## src/rtl/bcd_to_bin.sv

```systemverilog
// Sequential BCD-to-binary converter using reverse double-dabble, one step per clock.
// Optional invalid-digit detection is enabled by defining INVALID_CHECK_EN.
module bcd_to_bin #(
  parameter int unsigned DIGITS = 4,
  parameter int unsigned BIN_W  = 14
) (
  input  logic                  clk,
  input  logic                  reset,
  input  logic                  start,
  input  logic [4*DIGITS-1:0]   bcd_in,
  output logic                  busy,
  output logic                  done,
  output logic [BIN_W-1:0]      bin_out,
  output logic                  err
);

  localparam int unsigned BcdW = 4 * DIGITS;
  localparam int unsigned CntW = $clog2(BIN_W + 1);

  typedef enum logic [1:0] {StIdle, StConv, StDone} state_e;

  state_e            state_q, state_d;
  logic [BcdW-1:0]   sh_bcd_q, sh_bcd_d;
  logic [BIN_W-1:0]  sh_bin_q, sh_bin_d;
  logic [CntW-1:0]   cnt_q, cnt_d;
  logic              busy_q, busy_d;
  logic              done_q, done_d;
  logic [BIN_W-1:0]  bin_q, bin_d;
  logic              err_q, err_d;

  logic [BcdW-1:0]   bcd_shifted, bcd_fixed;
  logic [BIN_W-1:0]  bin_shifted;
  logic              invalid;

`ifdef INVALID_CHECK_EN
  always_comb begin
    invalid = 1'b0;
    for (int i = 0; i < DIGITS; i++) begin
      if (bcd_in[4*i +: 4] > 4'd9) invalid = 1'b1;
    end
  end
`else
  assign invalid = 1'b0;
`endif

  // One reverse double-dabble step: shift the pair right, then pull every digit >= 8 down by 3.
  always_comb begin
    bcd_shifted = sh_bcd_q >> 1;
    bin_shifted = {sh_bcd_q[0], sh_bin_q[BIN_W-1:1]};
    bcd_fixed   = bcd_shifted;
    for (int i = 0; i < DIGITS; i++) begin
      if (bcd_shifted[4*i +: 4] >= 4'd8) bcd_fixed[4*i +: 4] = bcd_shifted[4*i +: 4] - 4'd3;
    end
  end

  always_comb begin
    state_d  = state_q;
    sh_bcd_d = sh_bcd_q;
    sh_bin_d = sh_bin_q;
    cnt_d    = cnt_q;
    busy_d   = busy_q;
    done_d   = 1'b0;
    bin_d    = bin_q;
    err_d    = err_q;
    unique case (state_q)
      StIdle: begin
        if (start) begin
          if (invalid) begin
            state_d = StDone;
            done_d  = 1'b1;
            err_d   = 1'b1;
            bin_d   = '0;
          end else begin
            state_d  = StConv;
            sh_bcd_d = bcd_in;
            sh_bin_d = '0;
            cnt_d    = '0;
            busy_d   = 1'b1;
            err_d    = 1'b0;
          end
        end
      end
      StConv: begin
        sh_bcd_d = bcd_fixed;
        sh_bin_d = bin_shifted;
        cnt_d    = cnt_q + 1'b1;
        if (cnt_q == CntW'(BIN_W - 1)) begin
          state_d = StDone;
          bin_d   = bin_shifted;
          done_d  = 1'b1;
          busy_d  = 1'b0;
          err_d   = 1'b0;
        end
      end
      StDone: begin
        state_d = StIdle;
      end
      default: state_d = StIdle;
    endcase
  end

  always_ff @(posedge clk) begin
    if (reset) begin
      state_q  <= StIdle;
      sh_bcd_q <= '0;
      sh_bin_q <= '0;
      cnt_q    <= '0;
      busy_q   <= 1'b0;
      done_q   <= 1'b0;
      bin_q    <= '0;
      err_q    <= 1'b0;
    end else begin
      state_q  <= state_d;
      sh_bcd_q <= sh_bcd_d;
      sh_bin_q <= sh_bin_d;
      cnt_q    <= cnt_d;
      busy_q   <= busy_d;
      done_q   <= done_d;
      bin_q    <= bin_d;
      err_q    <= err_d;
    end
  end

  assign busy    = busy_q;
  assign done    = done_q;
  assign bin_out = bin_q;
  assign err     = err_q;

endmodule
```

## config.mk

```make
export PLATFORM = sky130hd
export DESIGN_NAME = bcd_to_bin
export DESIGN_NICKNAME = d
export VERILOG_FILES = /design/src/rtl/bcd_to_bin.sv
export SDC_FILE = /design/constraint.sdc
export NUM_CORES = 1
export LEC_CHECK = 0
export ABC_AREA = 1
export CAP_MARGIN = 20
export CORE_UTILIZATION = 53
export CTS_CLUSTER_SIZE = 12
export DETAILED_ROUTE_END_ITERATION = 6
export PLACE_DENSITY = 0.79
export SYNTH_ARGS = -nofsm -noshare
export SYNTH_HDL_FRONTEND = slang
export SYNTH_SLANG_ARGS = --single-unit
```

## constraint.sdc

```tcl
create_clock -name clk -period 1.7 [get_ports clk]
set_clock_uncertainty 0.1 [all_clocks]
set_input_delay 0.34 -clock clk [delete_from_list [all_inputs] [get_ports clk]]
set_output_delay 0.34 -clock clk [all_outputs]
set_load 0.05 [all_outputs]
```

==> run metrics, run 1 <==
minimum clock period after layout 1530 ps; Clock transition at path regs roughly 100 ps; DR vias/cell about 5.1; Syn Area/Cell about 7.3 um2; antenna viol nets, final 0; Rows 23; first-pass GRT wire length just under 8 mm; # DRC 0; PwrDens around 850 mW/mm2; max frequency 656 MHz; vias 2031; CP startpoint kind flip-flop; iteration-0 DRC count of the detailed router between 100 and 150; # diodes 0; Place WS -4.58 ps; #FFs+latches synth 51; CTS tree built; critical path class flip-flop to flip-flop; cell breakdown of the critical path inv_1 > ha_1 > nand3_1 > nor2_4 > nand2_2 > clkinv_2 > nand2_1 > nand2_1; max-cap violation count 0; setup tns final 0 ps; Worst path slowest cell dfxtp_1; fin crit share 0.897; RD Place Congestion 0.788; syn_nets between 300 and 400; critical path data required time between 1500 and 2000 ps; final worst-path setup slack 175 ps; Pleak 1.23 nW; Hold Path Class flip-flop to flip-flop; die area 0.00453 mm2; TritonRoute pass-1 iters 4; Layout area overhead 20.5%; Crit Path Max Fanout 15; status finished, final reports clean; layout cells sized above 1 0.124; Initial Utilization 0.557; drt wl/cell around 12 um; synth warn 0; max-slew violations 0; utilization after layout 0.672; Root Buffer clkbuf_8; Most Frequent Cell on Critical Path nand2_1; total wire length about 4.7 mm; Synth Instances 310; Synth Cell Area 0.00226 mm2; Setup-failing EPs final 0; total power draw about 2.3 mW; unrepaired setup endpoints after global routing false; Chip Width between 60 and 70 um; pin count of the biggest net entering global routing 31; Final Hold Fails 0; CTS buffer count 5; clk buf depth 2; IO Count 36; Worst-Skew Late Latency slightly above 300 ps; input/output buffers 34; Seq/Total Area, Yosys 0.452; Core Area between 0.004 and 0.005 mm2; vias in the first global route between 1500 and 2000; die height ~67 um; Global Route Usage Sum 0.231; post-synthesis cell type count 23; Detailed Place HPWL ~3.2 mm; Final #Nets 373; data arrival time of the worst path approximately 1700 ps; Post-CTS Hold Fix Bufs 0; Clock Sink Count between 50 and 60; crit path buf inv count 2; CP endpoint kind flip-flop; Max stage delay on crit path around 320 ps; CTS HTree Levels 2; antenna violations before repair 0; family with the most delay on the worst path simple AND/OR/NAND/NOR gates; leftover overflow at the end of global routing 0; Max IR drop VDD roughly 0.73 mV
metal layers:
metal / GRT usage / share of wire
met5: 0 / 0
met4: 0.0798 / 0.016
met3: 0.0591 / 0.033
met2: 0.391 / 0.48
met1: 0.282 / 0.47
cell usage after synthesis:
library cell | n | area (um2)
a21oi_1 | 23 | 115
and2_1 | 1 | 6.26
and3_1 | 1 | 6.26
buf_2 | 8 | 40.0
buf_4 | 3 | 22.5
buf_6 | 3 | 33.8
clkbuf_1 | 2 | 7.51
conb_1 | 1 | 3.75
dfxtp_1 | 51 | 1020
ha_1 | 8 | 100
inv_1 | 23 | 86.3
inv_2 | 2 | 7.51
nand2_1 | 97 | 364
nand2_2 | 3 | 18.8
nand3_1 | 41 | 205
nor2_1 | 16 | 60.1
nor2_2 | 1 | 6.26
nor2_4 | 2 | 22.5
o211ai_1 | 2 | 15.0
o21a_1 | 1 | 7.51
o21ai_0 | 18 | 90.1
o22ai_1 | 2 | 12.5
xor2_1 | 1 | 8.76
where the power goes:
part           leakage [nW]  switching, mW  internal [mW]  total [mW]
clock                0.0516          0.402          0.333       0.735
combinational         0.762          0.176          0.132       0.308
sequential            0.415         0.0391           1.23        1.27
cell families (layout without fill, tap and decap cells):
kind of cell             Yosys count  count (layout)  synth area share
other                              1               1           0.00166
AO/OA/AOI/OAI                     46              46             0.106
flip-flops                        51              51             0.452
buffers and inverters             41              78            0.0874
AND/OR/NAND/NOR                  162             162             0.305
XOR/XNOR                           1               1           0.00387
adder cells (fa/ha/maj)            8               8            0.0443
sequential cells by signal (all words and copies together) (netlist names):
register and cells:
bin_out 14, busy 1, cnt_q 4, done 1, sh_bcd_q 16, sh_bin_q 13, state_q 2
tightest hold or removal path, stage by stage (launching register included):
cell and delay [ps]:
dfxtp_1 320, nand2_1 60, nand2_1 40
final timing paths:
path / from / endpoint / slack [ps] / cells past startpoint
worst max-delay path: cnt_q[1] / bin_out[10] / 170 / 8
worst min-delay path: bin_out[1] / bin_out[1] / 350 / 2
worst min register to register: bin_out[1] / bin_out[1] / 350 / 2
worst max register to register: cnt_q[1] / bin_out[10] / 170 / 8
layout by cell type, fill, tap and decap left out, types with 3 or more instances in the layout:
master           instances
buf_4                   25
nand2_1                 97
clkbuf_8                 6
ha_1                     8
clkdlybuf4s50_1         18
o21ai_0                 18
nand2_2                  3
dfxtp_1                 51
nor2_1                  16
nand3_1                 41
inv_1                   23
a21oi_1                 23
area by class of cell:
| class | count | area, um2 |
|---|---|---|
| tap | 50 | 62.6 |
| multi-input combinational | 218 | 1040 |
| clock buffer | 6 | 82.6 |
| inverter | 25 | 95.1 |
| fill | 356 | 1330 |
| timing repair buffer | 45 | 408 |
| sequential | 51 | 1020 |
| clock inverter | 2 | 13.8 |
repair_timing:
action,CTS,global route
endpoints found under the hold margin,0,0
resized for setup,0,1
buffers inserted,0,0
setup endpoints to repair,0,14
through the flow:
step	area (um2)	instances	hold slack, ps
after floorplan	2260	310	319
after global placement	2630	389	332
after detailed placement	2630	389	332
after CTS	2720	397	354
after global routing	2730	397	371
final	2730	397	354
(Power assumes the default switching activity.)
==> run 2: changes to the inputs <==
Settings changed: ABC_CLOCK_PERIOD_IN_PS set to 1700.
==> results of run 2 <==
Final layout, timing and power as in run 1 (identical DEF).
==> run 3: changes to the inputs <==
Settings changed: CORE_UTILIZATION 53 to 55, CTS_BUF_LIST set to sky130_fd_sc_hd__clkbuf_8, PLACE_DENSITY 0.79 to 0.82, TNS_END_PERCENT set to 5.
==> run 3 against run 2 <==
Net effect: setup slack better by 66 ps; critical endpoint is now sh_bcd_q[12]; largest power group unchanged; routed wire length is 0.58% higher; largest cell class unchanged; register-to-register slack better by 80 ps; sequential share of layout area up 0.14 points; die area shrank 3.5%.
==> run metrics, run 3 (same netlist as run 1, synthesis figures left out) <==
DR vias/cell 5.13 (+0.28%); RD Place Congestion 0.803 (+1.9%); pin count of the biggest net entering global routing 19 (-39%); vias 2047 (+0.79%); critical path class input pin to flip-flop; fin cells 399 (+0.50%); leftover overflow at the end of global routing 0 (unchanged); die area 0.00437 mm2 (-3.5%); Root Buffer clkbuf_8; vias in the first global route 1848 (+2.8%); Core Area 0.00380 mm2 (-6.4%); Hold Path Class flip-flop to flip-flop; most flop-heavy register sh_bcd_q; Setup-failing EPs final 0 (unchanged); drt wl/cell 11.8 um (about the same); Chip Width 66.1 um (-1.8%); IO Count 36 (unchanged); most frequent cells in the layout nand2_1, dfxtp_1, nand3_1; max FFs per register 16 (unchanged); unrepaired setup endpoints after global routing false; max-slew violations 0 (unchanged); Final Instance Area 0.00272 mm2 (-0.37%); # diodes 0 (unchanged); Crit Path Max Fanout 6 (-9); # DRC 0 (unchanged); CP startpoint kind input pin; die height 66.1 um (-1.8%); antenna violations before repair 0 (unchanged); iteration-0 DRC count of the detailed router 114 (-4.2%); Initial Utilization 0.595 (+0.0380); minimum clock period after layout 1460 ps (-65.7 ps); utilization after layout 0.715 (+0.0432); most common cell after layout, fill and taps aside nand2_1; Layout area overhead 20.1%; input/output buffers 34 (unchanged); status finished, final reports clean; Detailed Place HPWL 3.24 mm (+2.0%); total power draw 2.26 mW (-2.5%); CTS tree built; Max IR drop VDD 0.683 mV (-6.8%); Rows 22 (-4.3%); TritonRoute pass-1 iters 5 (+1); max-cap violation count 0 (unchanged); clk buf depth 2 (unchanged); Setup Fix Bufs, Post-CTS 0 (unchanged); CTS HTree Levels 2 (unchanged); Post-CTS Hold Fix Bufs 0 (unchanged); total wire length 4.69 mm (+0.58%); layout cells sized above 1 0.131 (+0.00713); CTS buffer count 5 (unchanged); Global Route Usage Sum 0.236 (+0.00474); Final #Nets 377 (+1.1%); Clock Sink Count 51 (unchanged); data arrival time of the worst path 1620 ps (-60 ps); fin crit share 0.859 (-0.0386); antenna viol nets, final 0 (unchanged); critical path data required time 1860 ps (about the same); PwrDens 832 mW/mm2 (-2.1%); Area after DPL 0.00263 mm2 (about the same); max frequency 685 MHz (+4.5%); minimum hold slack 355 ps (+0.700 ps); dpl cells 391 (+0.51%); Final Hold Fails 0 (unchanged); Clock transition at path regs 90 ps (about the same); first-pass GRT wire length 7.86 mm (+0.45%); post-CTS resize count 0 (unchanged); Pleak 1.23 nW (+0.47%); Worst-Skew Late Latency 310 ps (about the same); CP endpoint kind flip-flop
## run 3: metal layers
metal | up-vias | routed length, um | global-route usage
met5 | - | 0 | 0
met4 | 0 | 84 | 0.0904
met3 | 9 | 267 | 0.0414
met2 | 55 | 2160 | 0.406
met1 | 917 | 2180 | 0.290
li1 | 1066 | - | -
## run 3: worst paths after layout
kind	start	to	slack [ps]	cells after the start
min	bin_out[13]	bin_out[13]	350	2
min reg2reg	bin_out[13]	bin_out[13]	350	2
max reg2reg	cnt_q[0]	bin_out[12]	250	7
max	start	sh_bcd_q[12]	240	7
## run 3: stage by stage
stage | setup TNS, ps | setup WS, ps
global placement | -23.1 | -10.8
finish | 0 | 240
floorplan | 0 | 407
CTS | 0 | 235
detailed placement | -241 | -71.1
global route | 0 | 114
## run 3: worst max-delay path: stages
cell	delay, ps
clkdlybuf4s50_1	490
nand2_1	170
nor2_1	320
nand2_1	120
nand3_1	90
nand2_1	50
inv_1	40
## run 3: power breakdown
group | internal (mW) | total, mW | leakage, nW | switching [mW]
sequential | 1.23 | 1.27 | 0.415 | 0.0394
combinational | 0.130 | 0.309 | 0.774 | 0.179
clock | 0.282 | 0.677 | 0.0453 | 0.395
total | 1.65 | 2.26 | 1.23 | 0.613
## run 3: layout make-up
cell class	instances	area, um2
fillers	323	1080
multi-input cells	218	1040
flip-flops and latches	51	1020
repair buffers	49	413
inverters	25	93.8
clock buffers	5	68.8
well taps	48	60.1
clock inverters	3	16.3
